**config.mk**
```make
export PLATFORM = sky130hd
export DESIGN_NAME = spi_frame_ctrl
export DESIGN_NICKNAME = d
export VERILOG_FILES = /design/src/rtl/spi_frame_ctrl.sv
export SDC_FILE = /design/constraint.sdc
export NUM_CORES = 1
export LEC_CHECK = 0
export ABC_CLOCK_PERIOD_IN_PS = 7500
export CAP_MARGIN = 0
export CORE_MARGIN = 4
export CORE_UTILIZATION = 29
export DETAILED_ROUTE_END_ITERATION = 12
export DONT_BUFFER_PORTS = 1
export PLACE_DENSITY = 0.52
export SYNTH_ARGS = -nofsm -noshare
export SYNTH_HDL_FRONTEND = slang
export SYNTH_SLANG_ARGS = --single-unit
```
**constraint.sdc**
```tcl
create_clock -name IN_SCLK -period 7.5 [get_ports IN_SCLK]
set_input_delay 0.75 -clock IN_SCLK [delete_from_list [all_inputs] [get_ports IN_SCLK]]
set_output_delay 0.75 -clock IN_SCLK [all_outputs]
set_load 0.01 [all_outputs]
```
**src/rtl/spi_frame_ctrl.sv**
```systemverilog
// Frame sequencer ahead of the SPI byte controller: TX/RX byte FIFOs, chip-select
// ownership and the W_STB/W_ACK byte handshake with an acknowledge timeout.
module spi_frame_ctrl #(
  parameter int unsigned DEPTH       = 16,
  parameter int unsigned AW          = 4,
  parameter int unsigned CS_SETUP    = 2,
  parameter int unsigned CS_HOLD     = 2,
  parameter int unsigned ACK_TIMEOUT = 64
) (
  input  logic          IN_SCLK,
  input  logic          RST,
  input  logic          TX_WR,
  input  logic [7:0]    TX_DATA,
  output logic          TX_FULL,
  input  logic          START,
  output logic          BUSY,
  output logic          DONE,
  output logic          ERR,
  output logic          RX_OVF,
  input  logic          RX_RD,
  output logic [7:0]    RX_DATA,
  output logic          RX_EMPTY,
  output logic [AW:0]   RX_CNT,
  output logic          CS,
  output logic          W_STB,
  output logic [7:0]    W_DATA,
  input  logic          W_ACK,
  input  logic          R_STB,
  input  logic [7:0]    R_DATA
);

  localparam int unsigned CW = 4;
  localparam int unsigned TW = $clog2(ACK_TIMEOUT + 1);
  localparam logic [CW-1:0] SETUP_LAST = CW'(CS_SETUP - 1);
  localparam logic [CW-1:0] HOLD_LAST  = CW'(CS_HOLD - 1);
  localparam logic [TW-1:0] TO_MAX     = TW'(ACK_TIMEOUT);
  localparam logic [AW:0]   FULL_CNT   = (AW+1)'(DEPTH);

  typedef enum logic [2:0] {S_IDLE, S_SETUP, S_SEND, S_WAIT, S_HOLD} state_t;

  state_t          state;
  logic [CW-1:0]   cnt;
  logic [TW-1:0]   to_cnt;
  logic            abort;

  logic [7:0]      tx_mem [DEPTH];
  logic [AW-1:0]   tx_wr_ptr, tx_rd_ptr;
  logic [AW:0]     tx_cnt;
  logic            tx_empty, tx_push, tx_pop, tx_flush;

  logic [7:0]      rx_mem [DEPTH];
  logic [AW-1:0]   rx_wr_ptr, rx_rd_ptr;
  logic [AW:0]     rx_cnt;
  logic            rx_full, rx_push, rx_drop, rx_pop;

  logic            start_acc;

  // Handshake decode shared by the FSM and both FIFOs.
  always_comb begin
    tx_empty  = (tx_cnt == '0);
    TX_FULL   = (tx_cnt == FULL_CNT);
    start_acc = (state == S_IDLE) && !BUSY && START && !tx_empty;
    tx_pop    = ((state == S_SETUP) && (cnt == SETUP_LAST)) ||
                ((state == S_WAIT) && W_ACK && !tx_empty);
    tx_flush  = (state == S_WAIT) && !W_ACK && (to_cnt == TO_MAX);
    tx_push   = TX_WR && !TX_FULL && !tx_flush;
    RX_EMPTY  = (rx_cnt == '0);
    rx_full   = (rx_cnt == FULL_CNT);
    rx_push   = R_STB && !CS && !rx_full;
    rx_drop   = R_STB && !CS && rx_full;
    rx_pop    = RX_RD && !RX_EMPTY;
    RX_CNT    = rx_cnt;
    RX_DATA   = RX_EMPTY ? 8'h00 : rx_mem[rx_rd_ptr];
  end

  always_ff @(posedge IN_SCLK) begin
    if (tx_push) tx_mem[tx_wr_ptr] <= TX_DATA;
    if (rx_push) rx_mem[rx_wr_ptr] <= R_DATA;
  end

  // TX pointers; an abort discards everything still queued.
  always_ff @(posedge IN_SCLK or negedge RST) begin
    if (!RST) begin
      tx_wr_ptr <= '0;
      tx_rd_ptr <= '0;
      tx_cnt    <= '0;
    end else if (tx_flush) begin
      tx_rd_ptr <= tx_wr_ptr;
      tx_cnt    <= '0;
    end else begin
      if (tx_push) tx_wr_ptr <= tx_wr_ptr + AW'(1);
      if (tx_pop)  tx_rd_ptr <= tx_rd_ptr + AW'(1);
      tx_cnt <= tx_cnt + (AW+1)'(tx_push) - (AW+1)'(tx_pop);
    end
  end

  always_ff @(posedge IN_SCLK or negedge RST) begin
    if (!RST) begin
      rx_wr_ptr <= '0;
      rx_rd_ptr <= '0;
      rx_cnt    <= '0;
      RX_OVF    <= 1'b0;
    end else begin
      if (rx_push) rx_wr_ptr <= rx_wr_ptr + AW'(1);
      if (rx_pop)  rx_rd_ptr <= rx_rd_ptr + AW'(1);
      rx_cnt <= rx_cnt + (AW+1)'(rx_push) - (AW+1)'(rx_pop);
      if (start_acc)    RX_OVF <= 1'b0;
      else if (rx_drop) RX_OVF <= 1'b1;
    end
  end

  // Frame FSM; BUSY stays up through the DONE cycle and drops the cycle after.
  always_ff @(posedge IN_SCLK or negedge RST) begin
    if (!RST) begin
      state  <= S_IDLE;
      cnt    <= '0;
      to_cnt <= '0;
      abort  <= 1'b0;
      CS     <= 1'b1;
      BUSY   <= 1'b0;
      DONE   <= 1'b0;
      ERR    <= 1'b0;
      W_STB  <= 1'b0;
      W_DATA <= 8'h00;
    end else begin
      DONE  <= 1'b0;
      ERR   <= 1'b0;
      W_STB <= 1'b0;
      case (state)
        S_IDLE: begin
          if (BUSY) begin
            BUSY <= 1'b0;
          end else if (start_acc) begin
            state <= S_SETUP;
            CS    <= 1'b0;
            BUSY  <= 1'b1;
            cnt   <= '0;
            abort <= 1'b0;
          end else if (START) begin
            DONE <= 1'b1;
          end
        end
        S_SETUP: begin
          if (cnt == SETUP_LAST) begin
            state  <= S_SEND;
            W_STB  <= 1'b1;
            W_DATA <= tx_mem[tx_rd_ptr];
          end else begin
            cnt <= cnt + CW'(1);
          end
        end
        S_SEND: begin
          state  <= S_WAIT;
          to_cnt <= TW'(1);
        end
        S_WAIT: begin
          if (W_ACK) begin
            if (!tx_empty) begin
              state  <= S_SEND;
              W_STB  <= 1'b1;
              W_DATA <= tx_mem[tx_rd_ptr];
            end else begin
              state <= S_HOLD;
              cnt   <= '0;
            end
          end else if (to_cnt == TO_MAX) begin
            abort <= 1'b1;
            state <= S_HOLD;
            cnt   <= '0;
          end else begin
            to_cnt <= to_cnt + TW'(1);
          end
        end
        S_HOLD: begin
          if (cnt == HOLD_LAST) begin
            state <= S_IDLE;
            CS    <= 1'b1;
            DONE  <= 1'b1;
            ERR   <= abort;
          end else begin
            cnt <= cnt + CW'(1);
          end
        end
        default: state <= S_IDLE;
      endcase
    end
  end

endmodule

```
After elaboration in Yosys (flattened, before gate mapping)
Memory sizes are Yosys's and may differ from the RTL's.
Cells that the tools add are included.
{"block": "word_totals", "input_bits": 23, "wordCells": 142, "out_inout_bits": 29, "register_bits": 55, "mem_count": 2, "mem_bits_rw": 256}
{"memory": "rx_mem", "depth": 16, "width": 8, "read_ports": 1, "rd_clocked_by_memory_dff": 0, "wr": 1, "line": "51", "source": "logic [7:0] rx_mem [DEPTH];"}
{"memory": "tx_mem", "depth": 16, "width": 8, "read_ports": 1, "rd_clocked_by_memory_dff": 0, "wr": 1, "line": "46", "source": "logic [7:0] tx_mem [DEPTH];"}
{"block": "op_classes", "addsub": 10, "mux": 51, "n_eq_ne": 20, "n_reduce_logical": 41, "bitwise_logic": 1}
{"cell": "$mux 4", "n": 8}
{"cell": "$mux 8", "n": 4}
{"cell": "$mux 1", "n": 21}
{"cell": "$mux 3", "n": 7}
{"cell": "$add 4x1->4 const B", "n": 5}
{"cell": "$ne 2x2->1 const B", "n": 8}
{"cell": "$pmux 8 s2", "n": 1}
{"cell": "$pmux 3 s5", "n": 1}
{"cell": "$logic_and 1x1->1", "n": 14}
{"cell": "$mux 7", "n": 2}
{"cell": "$pmux 7 s2", "n": 1}
{"cell": "$pmux 4 s3", "n": 1}
{"cell": "$reduce_bool 2->1", "n": 6}
{"cell": "$add 5x1->5", "n": 2}
{"cell": "$eq 5x5->1 const B", "n": 2}
{"cell": "$logic_not 5->1", "n": 2}
{"cell": "$reduce_and 5->1", "n": 2}
{"cell": "$sub 5x1->5", "n": 2}
{"cell": "$logic_not 1->1", "n": 8}
{"cell": "$pmux 1 s2", "n": 4}
{"cell": "$reduce_and 4->1", "n": 2}
{"cell": "$add 7x1->7 const B", "n": 1}
{"cell": "$eq 7x7->1 const B", "n": 1}
{"cell": "$eq 3x2->1 const B", "n": 2}
{"cell": "other kinds (15)", "n": 16}

Longest topological paths before layout
{"block": "depth", "depth_word": 8, "ltp_mapped": 17, "depth_no_buf": 16}

Worst setup path before layout
OpenSTA, ideal clock, no wires.
{"block": "synth_path", "path_type": "register to register", "start": "reg tx_cnt[3]", "end": "reg tx_cnt[4]", "t_arrival_ps": 2952, "path_stages_with_launch": 17, "synth_period_minus_slack_ps": 3029, "path_buffers": 1, "required_ps": 7422, "path_slack_ps": 4471, "cell_sequence": "dfrtp_1 > inv_1 > ha_1 > or4b_4 > a22oi_1 > buf_2 > inv_1 > ha_1 > inv_1 > ha_1 > inv_1 > fa_1 > inv_1 > a21oi_1 > nor2_1 > or3_1 > a21oi_1"}
{"block": "synth_between", "elab_chain_cells": 7}
{"element": "start, declared", "line": "48", "source": "logic [AW:0] tx_cnt;"}
{"element": "start signal, assigned", "line": "93", "source": "tx_cnt <= tx_cnt + (AW+1)'(tx_push) - (AW+1)'(tx_pop);"}
{"element": "$eq 5x5->1", "line": "61", "source": "TX_FULL = (tx_cnt == FULL_CNT);"}
{"element": "$logic_not 1->1", "line": "66", "source": "tx_push = TX_WR && !TX_FULL && !tx_flush;"}
{"element": "$logic_and 1x1->1 (2 in a row)", "line": "66"}
{"element": "$add 5x1->5", "line": "93"}
{"element": "$sub 5x1->5 *", "line": "93"}
{"element": "$mux 5 *", "line": "87", "source": "end else if (tx_flush) begin"}
Mark *: on every way between the ends. The rest lies on a longest branch, timed or not.
A chain may end at the register's enable or synchronous reset.

Worst setup path after layout
{"block": "layout_path", "start": "reg rx_rd_ptr[0]", "end": "out RX_DATA[0]"}
{"block": "layout_between", "elab_chain_cells": 2}
{"element": "start, declared", "line": "52", "source": "logic [AW-1:0] rx_wr_ptr, rx_rd_ptr;"}
{"element": "start signal, assigned", "line": "105", "source": "if (rx_pop) rx_rd_ptr <= rx_rd_ptr + AW'(1);"}
{"element": "$mem_v2 16x8"}
{"element": "$mux 8", "line": "73", "source": "RX_DATA = RX_EMPTY ? 8'h00 : rx_mem[rx_rd_ptr];"}
{"element": "end, declared", "line": "21", "source": "output logic [7:0] RX_DATA,"}
No other way between the ends.

==> results_dict.tcl <==
set metrics [dict create \
    timing.fmax_mhz 284 \
    nets 785 \
    finalWirelength_um 27000 \
    ir_drop_v 0.000175 \
    layout.cells.non_filler 1344 \
    tightest_slew_ns 1.11 \
    vias_per_cell 4.64 \
    clkSinkCount 311 \
    ant_nets 0 \
    gp_congestion 0.744 \
    grt.total_usage_pct 11.5 \
    grt_pass1_wl_um 41400 \
    finalCritPeriodShare_pct 46.9 \
    yosysUniqueCellTypes 51 \
    dpl.cell_count 1281 \
    slowest_stage "mux4_2" \
    required_ns 6.75 \
    path_cells "buf_4 > mux4_2 > mux4_2 > nor2b_1" \
    dp_hpwl_um 16400 \
    die-area_sq_mm 0.0476 \
    cts-root-buf "clkbuf_16" \
    grt_pass1_vias 6577 \
    synth_edf_count 256 \
    hold_viol 0 \
    drt_first_pass_iters 4 \
    power_frac_comb_pct 27.3 \
    clk_latency_ns 0.54 \
    fin_skew_ns 0.0225 \
    path_class "flop to primary output" \
    status "complete, no violations" \
    wire_per_inst_um 20.1 \
    p_leak_nw 4.95 \
    p_clk_share_pct 28.6 \
    rsz0062_at_grt "false" \
    clockBufferDepth 3 \
    areaGrowthSynthToFinish_pct 14.1 \
    core_sq_mm 0.0434 \
    cp_common_cell "mux4_2" \
    pwr-share-seq_pct 44.0 \
    initial_core_util_pct 29.6 \
    cts_buffers 35 \
    synthCells 714 \
    antenna_found_initial 0 \
    critPathMaxStageDelay_ns 0.60 \
    max-cap-violations 0 \
    setup_viol 0 \
    yosys_register_bits 311 \
    numPortBuffers 0 \
    crit_arrival_ns 2.77 \
    cellPowerDensity_mw_per_mm2 380 \
    drive_above_1_share_pct 19.8 \
    min_path_type "primary input to asynchronous set/reset pin" \
    drc 0 \
    nFillCells 4137 \
    ctsResizeCount 0 \
    start_kind "flop" \
    fin_tns_setup_ns 0 \
    dieHeight_um 218 \
    async_reset_ff_share_pct 17.7 \
    ios 52 \
    die_x_um 218 \
    vias 6234 \
    maxSlewHeadroom_pct 26.0 \
    rows 76 \
    diodes 0 \
    worstSetupEndpointType "primary output" \
    grt-ovfl-total 0 \
    cp_max_fo 35 \
    syn-num-nets 765 \
    post-route-min-period_ns 3.52 \
    drv_slew 0 \
    ys_seq_area_share_pct 70.7 \
    p_sw_share_pct 31.6 \
    synth_area_per_cell_sq_um 17.9 \
    synthesis.area_sq_mm 0.0128 \
    ys_warn_count 0 \
    fin_util_pct 33.7 \
    internal_power_mw 3.80 \
    drt_iter0_markers 439 \
    cts_max_level 2 \
    cts.clk_slew.worst_paths_ns 0.06 \
    tritoncts "yes" \
    grt_max_degree 55 \
    ys.flop_type "edfxtp_1" \
    p_total_mw 5.55 \
    postCtsHoldBufs 1 \
    p_switching_mw 1.75 \
    post-cts-setup-buffers 0 \
]
==> through the flow <==
| step | setup WS, ns | hold slack (ns) | instance area [sq um] |
|---|---|---|---|
| 2_1_floorplan | 4.47 | 0.454 | 12800 |
| 3_3_place_gp | 4.32 | 0.457 | 13500 |
| 3_5_place_dp | 4.31 | 0.457 | 13500 |
| 4_1_cts | 3.91 | 0.0184 | 14600 |
| 5_1_grt | 3.84 | 0.0226 | 14600 |
| 6_report | 3.98 | 0.0501 | 14600 |
==> routing by layer <==
layer | GRT usage, % | share of wire, % | vias to the layer above
met5 | 0 | 0 | -
met4 | 3.83 | 2.4 | 0
met3 | 3.46 | 6.4 | 50
met2 | 18.8 | 48 | 133
met1 | 14.8 | 43 | 3223
li1 | - | - | 2828
==> Yosys cell counts, types with 4 or more instances <==
cell	instances	area, sq um
edfxtp_1	256	7690
buf_1	5	18.8
a211oi_1	4	30.0
a21oi_1	11	55.1
nand2b_1	6	37.5
inv_1	30	113
clkbuf_1	13	48.8
nor2_1	44	165
o221ai_1	8	70.1
nand4_1	7	43.8
buf_2	15	75.1
nor3_1	12	60.1
dfrtp_1	54	1350
nor2b_1	11	68.8
a21o_1	5	37.5
ha_1	26	325
nand2_1	36	135
mux4_2	72	1620
xor2_1	8	70.1
o21ai_0	14	70.1
xnor2_1	15	131
mux2i_1	17	170
nand3_1	4	20.0
==> final cells by class <==
| class | count | area, sq um | area share [%] |
|---|---|---|---|
| sequential | 311 | 9070 | 62.0 |
| multi-input combinational | 339 | 3500 | 24.0 |
| clock buffer | 48 | 946 | 6.47 |
| tap | 585 | 732 | 5.01 |
| timing repair buffer | 16 | 140 | 0.959 |
| inverter | 31 | 116 | 0.796 |
| clock inverter | 14 | 111 | 0.762 |
==> cells by family after synthesis <==
family / Yosys count / synth area share, %
multiplexers: 90 / 14.1
XOR/XNOR: 23 / 1.57
buffers and inverters: 64 / 2.02
AO/OA/AOI/OAI: 57 / 3.13
flip-flops: 311 / 70.7
adder cells (fa/ha/maj): 28 / 2.85
AND/OR/NAND/NOR: 141 / 5.61
==> state kept, by name, indices dropped and copies added, names as in the netlist, 3 cells and up <==
signal,count
to_cnt,7
W_DATA,8
tx_cnt,5
tx_rd_ptr,4
cnt,4
tx_wr_ptr,4
rx_mem,128
rx_wr_ptr,4
rx_rd_ptr,4
tx_mem,128
RX_CNT,5
state,3
==> cells in the final DEF (no fill, tap or decap), drive strengths merged, types with 15 or more instances in the layout <==
cell    instances
clkbuf         48
xnor2          15
dfrtp          54
ha             26
mux4           72
inv            33
nand2          36
buf            16
mux2i          17
edfxtp        256
nor2           44
==> worst paths after layout <==
kind / cells after the start / to / from / slack [ns]
worst max register to register: 14 / tx_cnt[4] / state[0] / 4.34
max in group asynchronous: 1 / rx_rd_ptr[0] / RST / 7.15
worst min-delay path: 0 / CS / RST / 0.05
min in group IN_SCLK: 0 / tx_mem[10][5] / TX_DATA[5] / 0.31
worst max-delay path: 4 / RX_DATA[0] / rx_rd_ptr[0] / 3.98
worst min register to register: 2 / abort / abort / 0.51
==> critical path: cells and delay by family (launching register included) <==
family,cells,cell delay [ns]
multiplexers,2,1.12
buffers and inverters,1,0.55
flip-flops,1,0.34
AND/OR/NAND/NOR,1,0.19
==> power groups by stage <==
stage          registers (mW)  clock network, mW  logic, mW
3_3_place_gp             2.48                  0       1.54
4_1_cts                  2.46               1.65       1.55
2_1_floorplan            2.28                  0       1.31
3_5_place_dp             2.49                  0       1.54
5_1_grt                  2.49               1.72       1.67
6_report                 2.44               1.59       1.52
(Power assumes the default switching activity.)
